## src/rtl/pwm_cfg_if.sv

```systemverilog
// Duty-configuration handshake between a duty source and the PWM compare stage.
// The source holds cfg_duty stable while cfg_valid is high and cfg_ready is low.
interface pwm_cfg_if #(parameter int N = 8);
   logic         cfg_valid;
   logic [N:0]   cfg_duty;
   logic         cfg_ready;

   modport master (output cfg_valid, output cfg_duty, input cfg_ready);
   modport slave  (input cfg_valid, input cfg_duty, output cfg_ready);
endinterface

```

## src/rtl/pwm_compare.sv

```systemverilog
// PWM compare stage behind a mod-N counter: one-cycle q->pwm_out latency, duty double-buffered to wrap.
// Single-entry duty buffer; cfg_ready stays low from an accept until the wrap that applies the value.
module pwm_compare #(
   parameter int N   = 8,
   parameter int PCW = 16
) (
   input  logic           clk,
   input  logic           reset,
   input  logic [N-1:0]   q,
   input  logic           en,
   pwm_cfg_if.slave       cfg,
   output logic           pwm_out,
   output logic           wrap_pulse,
   output logic [PCW-1:0] period_cnt
);

   typedef enum logic [1:0] {
      IDLE = 2'd0,
      SYNC = 2'd1,
      RUN  = 2'd2
   } state_t;

   state_t       state;
   state_t       state_next;
   logic [N-1:0] q_prev;
   logic         prev_valid;
   logic [N:0]   duty_active;
   logic [N:0]   duty_pend;
   logic         pend_full;
   logic         wrap;
   logic         accept;
   logic [N:0]   duty_eff;
   logic         cmp;

   assign wrap          = prev_valid && (q < q_prev);
   assign cfg.cfg_ready = !pend_full;
   assign accept        = cfg.cfg_valid && !pend_full;
   // The wrap cycle already belongs to the new period, so it must see the new duty.
   assign duty_eff      = (wrap && pend_full) ? duty_pend : duty_active;
   assign cmp           = ({1'b0, q} < duty_eff);

   always_comb begin
      state_next = state;
      if (!en) begin
         state_next = IDLE;
      end else begin
         case (state)
            IDLE:    state_next = SYNC;
            SYNC:    if (wrap) state_next = RUN;
            RUN:     state_next = RUN;
            default: state_next = IDLE;
         endcase
      end
   end

   always_ff @(posedge clk or negedge reset) begin
      if (!reset) begin
         state      <= IDLE;
         q_prev     <= '0;
         prev_valid <= 1'b0;
         wrap_pulse <= 1'b0;
         pwm_out    <= 1'b0;
      end else begin
         state      <= state_next;
         q_prev     <= q;
         prev_valid <= 1'b1;
         wrap_pulse <= wrap;
         pwm_out    <= (state_next == RUN) && cmp;
      end
   end

   // A new value can only land when the buffer is empty, so accept and apply never collide.
   always_ff @(posedge clk or negedge reset) begin
      if (!reset) begin
         duty_active <= '0;
         duty_pend   <= '0;
         pend_full   <= 1'b0;
      end else begin
         if (wrap && pend_full) begin
            duty_active <= duty_pend;
            pend_full   <= 1'b0;
         end
         if (accept) begin
            duty_pend <= cfg.cfg_duty;
            pend_full <= 1'b1;
         end
      end
   end

   always_ff @(posedge clk or negedge reset) begin
      if (!reset) begin
         period_cnt <= '0;
      end else if (state_next == IDLE) begin
         period_cnt <= '0;
      end else if (wrap && (state_next == RUN) && (period_cnt != '1)) begin
         period_cnt <= period_cnt + 1'b1;
      end
   end

endmodule

```

## src/flat_wrapper.sv

```systemverilog
// flat-port wrapper written by rule: the top's interface ports become plain ports
module pwm_compare_flat 
#(
   parameter int N   = 8,
   parameter int PCW = 16
)
  (clk, reset, q, en, pwm_out, wrap_pulse, period_cnt, cfg_cfg_valid, cfg_cfg_duty, cfg_cfg_ready);
  pwm_cfg_if #(.N(N)) cfg_i ();
  input  logic clk;
  input  logic reset;
  input  logic [N-1:0] q;
  input  logic en;
  output logic pwm_out;
  output logic wrap_pulse;
  output logic [PCW-1:0] period_cnt;
  input wire logic [$bits(cfg_i.cfg_valid)-1:0] cfg_cfg_valid;
  input wire logic [$bits(cfg_i.cfg_duty)-1:0] cfg_cfg_duty;
  output wire logic [$bits(cfg_i.cfg_ready)-1:0] cfg_cfg_ready;
  assign cfg_i.cfg_valid = cfg_cfg_valid;
  assign cfg_i.cfg_duty = cfg_cfg_duty;
  assign cfg_cfg_ready = cfg_i.cfg_ready;
  pwm_compare #(.N(N), .PCW(PCW)) u_core (.clk(clk), .reset(reset), .q(q), .en(en), .cfg(cfg_i), .pwm_out(pwm_out), .wrap_pulse(wrap_pulse), .period_cnt(period_cnt));
endmodule
```

## config.mk

```make
export PLATFORM = sky130hd
export DESIGN_NAME = pwm_compare_flat
export DESIGN_NICKNAME = d
export VERILOG_FILES = /design/src/rtl/pwm_cfg_if.sv /design/src/rtl/pwm_compare.sv /design/src/flat_wrapper.sv
export SDC_FILE = /design/constraint.sdc
export NUM_CORES = 1
export LEC_CHECK = 0
export BUFFER_PORTS_ARGS = -buffer_cell sky130_fd_sc_hd__clkbuf_2
export CORE_MARGIN = 3
export CORE_UTILIZATION = 55
export CTS_CLUSTER_DIAMETER = 50
export DETAILED_ROUTE_END_ITERATION = 8
export PLACE_DENSITY = 0.9
export SLEW_MARGIN = 20
export SYNTH_ARGS = -nofsm -noshare
export SYNTH_HDL_FRONTEND = slang
export SYNTH_SLANG_ARGS = --single-unit
```

## constraint.sdc

```tcl
create_clock -name clk -period 3.58 [get_ports clk]
set_input_delay 0.358 -clock clk [delete_from_list [all_inputs] [get_ports clk]]
set_output_delay 0.358 -clock clk [all_outputs]
set_load 0.05 [all_outputs]
```

==> results of run 1 <==
[registers in the layout (all words and copies together) (netlist names)]
| signal | count |
|---|---|
| u_core.period_cnt | 16 |
| u_core.duty_active | 9 |
| u_core.duty_pend | 9 |
| u_core.q_prev | 8 |
| u_core.state | 2 |
| u_core.pend_full | 1 |
| u_core.prev_valid | 1 |
| u_core.pwm_out | 1 |
| u_core.wrap_pulse | 1 |
[through the flow]
step | hold WS (ns) | instance area, µm²
detailed placement | 0.283 | 2630
global route | 0.182 | 2740
floorplan | 0.0624 | 2370
finish | 0.193 | 2740
global placement | 0.274 | 2630
CTS | 0.183 | 2740
[final timing paths]
path / endpoint / depth (start not counted)
min in group asynchronous: u_core.period_cnt[9] / 2
worst min register to register: u_core.duty_active[8] / 2
max in group asynchronous: u_core.duty_pend[7] / 3
worst min-delay path: u_core.q_prev[3] / 1
worst max register to register: u_core.pwm_out / 14
worst max-delay path: u_core.pwm_out / 14
[report_power, final]
group          internal, mW  total, mW  switching (mW)  leakage [nW]
Clock                 0.139      0.331           0.192        0.0404
Sequential            0.640      0.684          0.0441         0.604
Combinational         0.159      0.363           0.205         0.693
[cells in the mapped netlist (all sizes together)]
cell type / instances
a211oi: 2
a21o: 2
a21oi: 13
a31o: 3
and2: 1
and3: 5
buf: 3
clkbuf: 2
conb: 1
dfrtp: 48
ha: 15
inv: 21
mux2: 12
mux2i: 7
nand2: 15
nand2b: 2
nand3: 12
nand3b: 1
nand4: 3
nand4b: 1
nor2: 10
nor2b: 3
nor4: 3
o2111ai: 3
o211ai: 2
o21a: 2
o21ai: 12
o311a: 2
o31a: 1
o31ai: 4
or2: 1
or3: 8
or4: 1
xnor2: 1
[kinds of logic (layout without fill, tap and decap cells)]
family,count (synthesis),in the layout,share of synthesized area [%]
AO/OA/AOI/OAI,46,46,12.7
XOR/XNOR,1,1,0.370
adder cells (fa/ha/maj),15,15,7.93
buffers and inverters,26,74,4.49
flip-flops,48,48,50.8
multiplexers,19,19,8.67
other,1,1,0.158
AND/OR/NAND/NOR,66,66,14.9
[layout make-up]
cell class | count | area share (%)
clock buffers | 5 | 2.51
clock inverters | 3 | 0.869
inverters | 21 | 2.88
multi-input cells | 148 | 38.7
flip-flops and latches | 48 | 43.9
well taps | 50 | 2.29
repair buffers | 45 | 8.87
[layer usage]
| metal | global-route usage (%) | vias to the layer above | part of all wire [%] |
|---|---|---|---|
| li1 | - | 887 | - |
| met1 | 27.4 | 897 | 45 |
| met2 | 33.1 | 56 | 47 |
| met3 | 4.35 | 7 | 6.0 |
| met4 | 5.22 | 0 | 1.1 |
| met5 | 0 | - | 0 |
==> flow_metrics.env, run 1 <==
export IMPL_grt_max_degree=36
export IMPL_layout_nets=305
export IMPL_dpl_cell_count=311
export IMPL_critical_path_top_delay_family="simple AND/OR/NAND/NOR gates"
export IMPL_final_util_pct=67.0
export IMPL_start_util_pct=57.9
export IMPL_worstSetupStartpoint="u_core.q_prev[7]"
export IMPL_wl_per_cell_um=14.9
export IMPL_ys_warn_count=0
export IMPL_netlist_area_leader_share_pct=50.8
export IMPL_layout_common_cells="dfrtp_1, clkbuf_2, inv_1, nand2_1, ha_1"
export IMPL_netlist_instances=222
export IMPL_clock_latency_ns=0.30
export IMPL_finalCritPeriodShare_pct=85.2
export IMPL_multiInputGateArea_um2=1060
export IMPL_final_cells=320
export IMPL_cts_sinks=48
export IMPL_p_total_mw=1.38
export IMPL_slew_violations=0
export IMPL_core_area_um2=4090
export IMPL_fmax_mhz=328
export IMPL_hold_viol_final=0
export IMPL_antenna_found_initial=0
export IMPL_drt_iter0_drc=161
export IMPL_setup_viol=0
export IMPL_grt_use_total_pct=20.2
export IMPL_max_cap_violations=0
export IMPL_cts_buffers=5
export IMPL_crit_chain="inv_1 -> ha_1 -> nand3_1 -> nand4b_1 -> or2_2 -> nor2_1 -> buf_4 -> mux2_2 -> inv_1 -> ha_1 -> nand2_1 -> o2111ai_1 -> mux2_2 -> a211oi_1"
export IMPL_r2r_setup_slack_ns=0.53
export IMPL_cts_resized=0
export IMPL_drive_above_1_share_pct=25.9
export IMPL_tightest_slew_ns=0.808
export IMPL_status="finished clean"
export IMPL_clk_pin_slew_ns=0.09
export IMPL_hold_buffers=1
export IMPL_worstReg2RegStart="u_core.q_prev[7]"
export IMPL_io_buffers=39
export IMPL_n_antenna_cell=0
export IMPL_ys_ff_latch=48
export IMPL_core_rowCount=23
export IMPL_firstDrtPassIters=5
export IMPL_fin_skew_ns=0.00716
export IMPL_die_h_um=71.6
export IMPL_dieArea_um2=5130
export IMPL_gp_congestion=0.838
export IMPL_endpoint_kind="flop"
export IMPL_startpoint_type="flop"
export IMPL_ys_seq_area_share_pct=50.8
export IMPL_seqCellArea_um2=1200
export IMPL_routed_wl_um=4770
export IMPL_synth_area_um2=2370
export IMPL_crit_slowest_cell="mux2_2"
export IMPL_die_w_um=71.6
export IMPL_final_setup_tns_ns=0
export IMPL_cts_tree="built"
export IMPL_layout_commonest_cell="dfrtp_1"
export IMPL_io_pins=40
export IMPL_arrival_ns=3.27
export IMPL_vias_per_cell=5.77
export IMPL_fillers=321
export IMPL_fin_ws_ns=0.528
export IMPL_final_min_clock_period_ns=3.05
export IMPL_rsz0062_at_grt="no"
export IMPL_cp_required_ns=3.80
export IMPL_grt_pass1_vias=1841
export IMPL_slowest_delay_ns=0.36
export IMPL_synth_nets=258
export IMPL_ir_drop_mv=0.328
export IMPL_hpwl_um=3630
export IMPL_min_from="q[3]"
export IMPL_p_leak_nw=1.34
export IMPL_root_buffer="clkbuf_8"
export IMPL_max_slew_margin_rel_pct=46.0
export IMPL_synth_area_leaders="dfrtp_1, ha_1, mux2_2"
export IMPL_dp_worst_setup_slack_ns=0.442
export IMPL_postCtsSetupRepairBufs=0
export IMPL_avgSynthCellArea_um2=10.7
export IMPL_worst_path_buf_inv=3
export IMPL_overflow=0
export IMPL_clockBufferDepth=2
export IMPL_power_density_nw_per_um2=504
export IMPL_area_delta_synth_final_pct=15.7
export IMPL_min_path_type="input pin to flop"
export IMPL_ys_types=41
export IMPL_grt_pass1_wl_um=8220
export IMPL_drc=0
export IMPL_dr_total_vias=1847
export IMPL_h_tree_depth=2
export IMPL_critPathMaxFanout=6
export IMPL_crit_type="flop to flop"
export IMPL_yosysTopAreaCell="dfrtp_1"
export IMPL_ant_nets=0
Note: power is estimated with default switching activity, not from simulation.
==> run 2, diff against run 1 <==
--- a/config.mk
+++ b/config.mk
@@ -6,7 +6,7 @@
 export NUM_CORES = 1
 export LEC_CHECK = 0
 export BUFFER_PORTS_ARGS = -buffer_cell sky130_fd_sc_hd__clkbuf_2
-export CORE_MARGIN = 3
+export CORE_MARGIN = 5
 export CORE_UTILIZATION = 55
 export CTS_CLUSTER_DIAMETER = 50
 export DETAILED_ROUTE_END_ITERATION = 8
==> constraint.sdc (replaced) <==
create_clock -name clk -period 3.58 [get_ports clk]
set_input_delay 0.537 -clock clk [delete_from_list [all_inputs] [get_ports clk]]
set_output_delay 0.537 -clock clk [all_outputs]
set_load 0.05 [all_outputs]
==> run 2 against run 1 <==
  * First-iteration DRC count decreased by 35%
  * Global-route usage down 0.76 points
  * Critical path type unchanged
  * Die area increased by 11%
  * Largest cell class unchanged
  * Count of clock-buffer cells in the layout unchanged
==> flow_metrics.env, run 2 (synthesis results as in run 1) <==
export IMPL_grt_max_degree=31
export IMPL_dp_worst_setup_slack_ns=0.177
export IMPL_start_util_pct=57.9
export IMPL_endpoint_kind="flop"
export IMPL_p_leak_nw=1.33
export IMPL_ant_nets=0
export IMPL_cts_sinks=48
export IMPL_critPathMaxFanout=11
export IMPL_hold_viol_final=0
export IMPL_area_delta_synth_final_pct=14.7
export IMPL_reg_top3="u_core.period_cnt (16), u_core.duty_active (9), u_core.duty_pend (9)"
export IMPL_min_path_type="input pin to asynchronous set/reset pin"
export IMPL_status="finished clean"
export IMPL_firstDrtPassIters=4
export IMPL_overflow=0
export IMPL_io_pins=40
export IMPL_gp_congestion=0.803
export IMPL_h_tree_depth=2
export IMPL_vias_per_cell=5.73
export IMPL_antenna_found_initial=0
export IMPL_clock_latency_ns=0.30
export IMPL_multiInputGateArea_um2=1060
export IMPL_dieArea_um2=5710
export IMPL_max_slew_margin_rel_pct=46.8
export IMPL_hpwl_um=3680
export IMPL_n_antenna_cell=0
export IMPL_slew_violations=0
export IMPL_wl_per_cell_um=15.4
export IMPL_tightest_slew_ns=0.796
export IMPL_postCtsSetupRepairBufs=0
export IMPL_ir_drop_mv=0.441
export IMPL_finalCritPeriodShare_pct=89.2
export IMPL_die_w_um=75.6
export IMPL_crit_type="flop to flop"
export IMPL_final_setup_tns_ns=0
export IMPL_seqCellArea_um2=1200
export IMPL_largest_register_ffs=16
export IMPL_rsz0062_at_grt="no"
export IMPL_root_buffer="clkbuf_8"
export IMPL_layout_commonest_cell="dfrtp_1"
export IMPL_layout_nets=302
export IMPL_core_area_um2=4090
export IMPL_final_min_clock_period_ns=3.19
export IMPL_grt_pass1_wl_um=8470
export IMPL_core_rowCount=23
export IMPL_cts_tree="built"
export IMPL_drt_iter0_drc=105
export IMPL_startpoint_type="flop"
export IMPL_setup_viol=0
export IMPL_io_buffers=39
export IMPL_arrival_ns=3.40
export IMPL_hold_buffers=0
export IMPL_fin_skew_ns=0.00736
export IMPL_clockBufferDepth=2
export IMPL_fin_ws_ns=0.387
export IMPL_cts_buffers=5
export IMPL_max_cap_violations=0
export IMPL_die_h_um=75.6
export IMPL_grt_use_total_pct=19.4
export IMPL_drive_above_1_share_pct=25.5
export IMPL_cp_required_ns=3.79
export IMPL_routed_wl_um=4880
export IMPL_fmax_mhz=313
export IMPL_top_register="u_core.period_cnt"
export IMPL_clk_pin_slew_ns=0.10
export IMPL_cts_resized=0
export IMPL_power_density_nw_per_um2=507
export IMPL_fillers=324
export IMPL_layout_common_cells="dfrtp_1, clkbuf_2, inv_1, nand2_1, ha_1"
export IMPL_grt_pass1_vias=1857
export IMPL_drc=0
export IMPL_dr_total_vias=1815
## run 2: cell types whose count changed in the layout (fill, tap and decap cells not counted)
cell           before  now
clkinvlp_4          2    0
dlygate4sd3_1       1    0
inv_6               0    2
buf_4               5    3
## run 2: power by group
part	total, mW	internal (mW)	leakage, nW	switching, mW
sequential	0.682	0.640	0.604	0.0425
combinational	0.355	0.154	0.678	0.201
clock	0.338	0.144	0.0491	0.194
total	1.38	0.938	1.33	0.437
## run 2: routing by layer
| layer | vias up | global-route usage [%] | wire length [µm] |
|---|---|---|---|
| met1 | 877 | 28.3 | 2220 |
| met3 | 4 | 2.64 | 233 |
| met2 | 56 | 30.5 | 2360 |
| met5 | - | 0 | 0 |
| met4 | 0 | 5.63 | 57 |
| li1 | 878 | - | - |
## run 2: through the flow
step           total power [mW]  utilization (%)  instance area [µm²]  hold WS [ns]  cells
6_report                   1.38             66.4                 2710         0.278    317
5_1_grt                    1.46             66.4                 2710         0.348    317
4_1_cts                    1.38             66.4                 2710         0.298    317
3_5_place_dp               1.04             64.1                 2620         0.465    309
3_3_place_gp               1.02             64.1                 2620         0.448    309
2_1_floorplan             0.939                -                 2370         0.241    222
## run 2: layout make-up
cell class | count | area share (%)
Clock inverter | 3 | 0.968
Tap cell | 50 | 2.31
Clock buffer | 5 | 2.54
Timing Repair Buffer | 42 | 8.02
Sequential cell | 48 | 44.3
Inverter | 21 | 2.90
Multi-Input combinational cell | 148 | 39.0
## run 2: path summary, 6_finish.rpt
path	from	end	slack, ns	cells past startpoint
min	reset	u_core.duty_pend[0]	0.28	1
min reg2reg	u_core.duty_pend[8]	u_core.duty_active[8]	0.49	2
max	u_core.q_prev[4]	u_core.pwm_out	0.39	14
max in group asynchronous	reset	u_core.duty_active[8]	2.56	2
max reg2reg	u_core.q_prev[4]	u_core.pwm_out	0.39	14
min in group clk	q[0]	u_core.q_prev[0]	0.37	1
## run 2: worst max-delay path: stages (launching register included)
cell	delay, ns
dfrtp_1	0.34
inv_1	0.04
ha_1	0.26
o21a_1	0.12
a21oi_1	0.07
a211oi_2	0.54
nor2_1	0.11
buf_4	0.21
mux2_2	0.30
inv_1	0.09
ha_1	0.26
nand2_1	0.11
o2111ai_1	0.15
mux2_2	0.29
a211oi_1	0.20
==> run 3, diff against run 2 <==
--- a/config.mk
+++ b/config.mk
@@ -5,12 +5,14 @@
 export SDC_FILE = /design/constraint.sdc
 export NUM_CORES = 1
 export LEC_CHECK = 0
+export ABC_AREA = 1
 export BUFFER_PORTS_ARGS = -buffer_cell sky130_fd_sc_hd__clkbuf_2
 export CORE_MARGIN = 5
-export CORE_UTILIZATION = 55
+export CORE_UTILIZATION = 56
 export CTS_CLUSTER_DIAMETER = 50
 export DETAILED_ROUTE_END_ITERATION = 8
-export PLACE_DENSITY = 0.9
+export PLACE_DENSITY = 0.91
+export SETUP_SLACK_MARGIN = 0.02
 export SLEW_MARGIN = 20
 export SYNTH_ARGS = -nofsm -noshare
 export SYNTH_HDL_FRONTEND = slang
==> run 3 against run 2 <==
  * Synthesized area grew 8.4%
  * Register-to-register slack gained 0.34 ns
  * Count of clock-buffer cells in the layout grew 1
  * Wire length grew 11%
  * Design area grew 7.0%
  * Sequential power shrank 0.7%
  * Highest routed layer unchanged
  * Maximum frequency grew 12%
  * Worst hold slack lost 0.095 ns
  * Global-route usage grew 0.27 points
  * First-iteration DRC count grew 83%
  * Sequential share of layout area shrank 2.9 points
==> flow_metrics.env, run 3 <==
export IMPL_ys_flop_type="dfrtp_1"
export IMPL_root_buffer="clkbuf_8"
export IMPL_r2r_setup_slack_ns=0.73
export IMPL_h_tree_depth=2
export IMPL_area_delta_synth_final_pct=13.3
export IMPL_p_leak_nw=1.61
export IMPL_n_antenna_cell=0
export IMPL_synth_nets=332
export IMPL_worstSetupStartpoint="q[7]"
export IMPL_final_area_um2=2900
export IMPL_path_common_cell="nand2_1"
export IMPL_cp_required_ns=3.82
export IMPL_synth_edf_count=0
export IMPL_final_cells=391
export IMPL_placedInstanceArea_um2=2810
export IMPL_layout_common_cells="nand2_1, dfrtp_1, inv_1, clkbuf_2, nand3_1"
export IMPL_cts_buffers=5
export IMPL_worstReg2RegStart="u_core.q_prev[7]"
export IMPL_io_buffers=39
export IMPL_ant_nets=0
export IMPL_setup_viol=0
export IMPL_dr_total_vias=2083
export IMPL_power_density_nw_per_um2=462
export IMPL_postCtsSetupRepairBufs=0
export IMPL_slowest_delay_ns=0.31
export IMPL_rsz0062_at_grt="no"
export IMPL_netlist_instances=296
export IMPL_max_cap_violations=0
export IMPL_synth_area_leaders="dfrtp_1, nand2_1, ha_1"
export IMPL_met1_length_um=2340
export IMPL_wl_per_cell_um=13.9
export IMPL_drc=0
export IMPL_dieArea_um2=6030
export IMPL_start_util_pct=58.5
export IMPL_netlist_area_leader_share_pct=46.9
export IMPL_synth_area_um2=2560
export IMPL_startpoint_type="input pin"
export IMPL_overflow=0
export IMPL_layout_nets=374
export IMPL_endpoint_kind="flop"
export IMPL_dr_wl_met2_um=2650
export IMPL_clockBufferDepth=2
export IMPL_synth_most_common_cell="nand2_1"
export IMPL_crit_slowest_cell="ha_1"
export IMPL_reg_top3="u_core.period_cnt (16), u_core.duty_active (9), u_core.duty_pend (9)"
export IMPL_vias_per_cell=5.33
export IMPL_antenna_found_initial=0
export IMPL_hold_buffers=0
export IMPL_synth_common_cells="nand2_1, dfrtp_1, inv_1, nand3_1, nor2_1"
export IMPL_critPathMaxFanout=9
export IMPL_avgSynthCellArea_um2=8.66
export IMPL_fin_ws_ns=0.725
export IMPL_final_setup_tns_ns=0
export IMPL_routed_wl_um=5420
export IMPL_dr_wl_met3_um=296
export IMPL_drive_above_1_share_pct=22.7
export IMPL_die_h_um=77.7
export IMPL_ys_warn_count=0
export IMPL_top_layer="met4"
export IMPL_largest_register_ffs=16
export IMPL_ys_types=31
export IMPL_core_area_um2=4380
export IMPL_firstDrtPassIters=5
export IMPL_min_path_type="input pin to asynchronous set/reset pin"
export IMPL_yosysTopAreaCell="dfrtp_1"
export IMPL_drt_iter0_drc=192
export IMPL_fin_skew_ns=0.00692
export IMPL_layout_commonest_cell="nand2_1"
export IMPL_finalCritPeriodShare_pct=79.8
export IMPL_grt_pass1_wl_um=9570
export IMPL_grt_pass1_vias=2067
export IMPL_status="finished clean"
export IMPL_crit_chain="clkbuf_2 -> ha_1 -> nand2_1 -> nand2_1 -> nor2_1 -> nand2_1 -> nor2_4 -> nand3_2 -> inv_2 -> nand2_1 -> o21ai_0 -> inv_1 -> ha_1 -> nand2_1 -> nor2_1 -> a211oi_1 -> nand2_1 -> nand2_1 -> nand2_1 -> inv_1"
export IMPL_grt_max_degree=34
export IMPL_core_rowCount=24
export IMPL_final_min_clock_period_ns=2.86
export IMPL_dpl_cell_count=383
export IMPL_hold_viol_final=0
export IMPL_holdWs_ns=0.183
export IMPL_gp_congestion=0.900
export IMPL_crit_type="input pin to flop"
export IMPL_ys_ff_latch=48
export IMPL_grt_use_total_pct=19.7
export IMPL_arrival_ns=3.10
export IMPL_cts_sinks=48
export IMPL_cts_tree="built"
export IMPL_top_register="u_core.period_cnt"
export IMPL_synth_async_sr_flop_share_pct=100
export IMPL_die_w_um=77.7
export IMPL_ir_drop_mv=0.345
export IMPL_slew_violations=0
export IMPL_io_pins=40
export IMPL_fmax_mhz=350
export IMPL_ys_seq_area_share_pct=46.9
export IMPL_clock_latency_ns=0.30
export IMPL_dp_worst_setup_slack_ns=0.539
export IMPL_cts_resized=0
export IMPL_clk_pin_slew_ns=0.09
export IMPL_fillers=358
export IMPL_hpwl_um=4100
run 3: cell count changes in the layout (fill, tap and decap cells not counted), sizes merged, moves of 5 or more:
cell | previous run | this run
a21oi | 13 | 5
and3 | 5 | 0
inv | 23 | 48
mux2i | 7 | 0
nand2 | 15 | 63
nand3 | 12 | 39
nor2 | 10 | 20
or3 | 8 | 0
xor2 | 0 | 12
run 3: logic make-up after synthesis:
family                   synth area share (%)
buffers and inverters                    8.30
AO/OA/AOI/OAI                            3.86
adder cells (fa/ha/maj)                  7.32
AND/OR/NAND/NOR                          25.6
XOR/XNOR                                 4.44
multiplexers                             3.51
flip-flops                               46.9
other                                   0.146
run 3: path summary, 6_finish.rpt:
| kind | endpoint | cells past startpoint |
|---|---|---|
| max in group asynchronous | u_core.period_cnt[15] | 2 |
| hold / removal | u_core.duty_pend[2] | 1 |
| min in group clk | u_core.q_prev[0] | 1 |
| setup / recovery | u_core.pwm_out | 20 |
| setup reg to reg | u_core.pwm_out | 20 |
| hold reg to reg | u_core.duty_active[1] | 2 |
run 3: layout make-up:
class	count	area (µm²)	share of cell area, %
multi-input combinational	194	1150	39.6
timing repair buffer	41	210	7.24
inverter	48	180	6.20
tap	52	65.1	2.24
sequential	48	1200	41.4
clock buffer	6	82.6	2.84
clock inverter	2	15.0	0.517
run 3: through the flow:
| stage | util, % | total power [mW] |
|---|---|---|
| 2_1_floorplan | - | 0.906 |
| 3_3_place_gp | 64.0 | 0.979 |
| 3_5_place_dp | 64.0 | 1.01 |
| 4_1_cts | 66.2 | 1.35 |
| 5_1_grt | 66.2 | 1.43 |
| 6_report | 66.2 | 1.34 |
run 3: where the power goes:
part / switching [mW] / internal, mW / leakage, nW / total (mW)
clock: 0.184 / 0.156 / 0.0434 / 0.340
sequential: 0.0430 / 0.634 / 0.599 / 0.677
combinational: 0.199 / 0.127 / 0.965 / 0.326
total: 0.425 / 0.917 / 1.61 / 1.34
run 3: worst max-delay path: cells and delay by family:
family | cells | cell delay [ns]
AND/OR/NAND/NOR | 12 | 1.13
buffers and inverters | 4 | 0.46
AO/OA/AOI/OAI | 2 | 0.37
adder cells (fa/ha/maj) | 2 | 0.62
run 3: per-layer routing:
metal | track usage, % | vias up
li1 | - | 1026
met1 | 25.2 | 989
met5 | 0 | -
met2 | 31.2 | 55
met4 | 8.76 | 0
met3 | 5.32 | 13
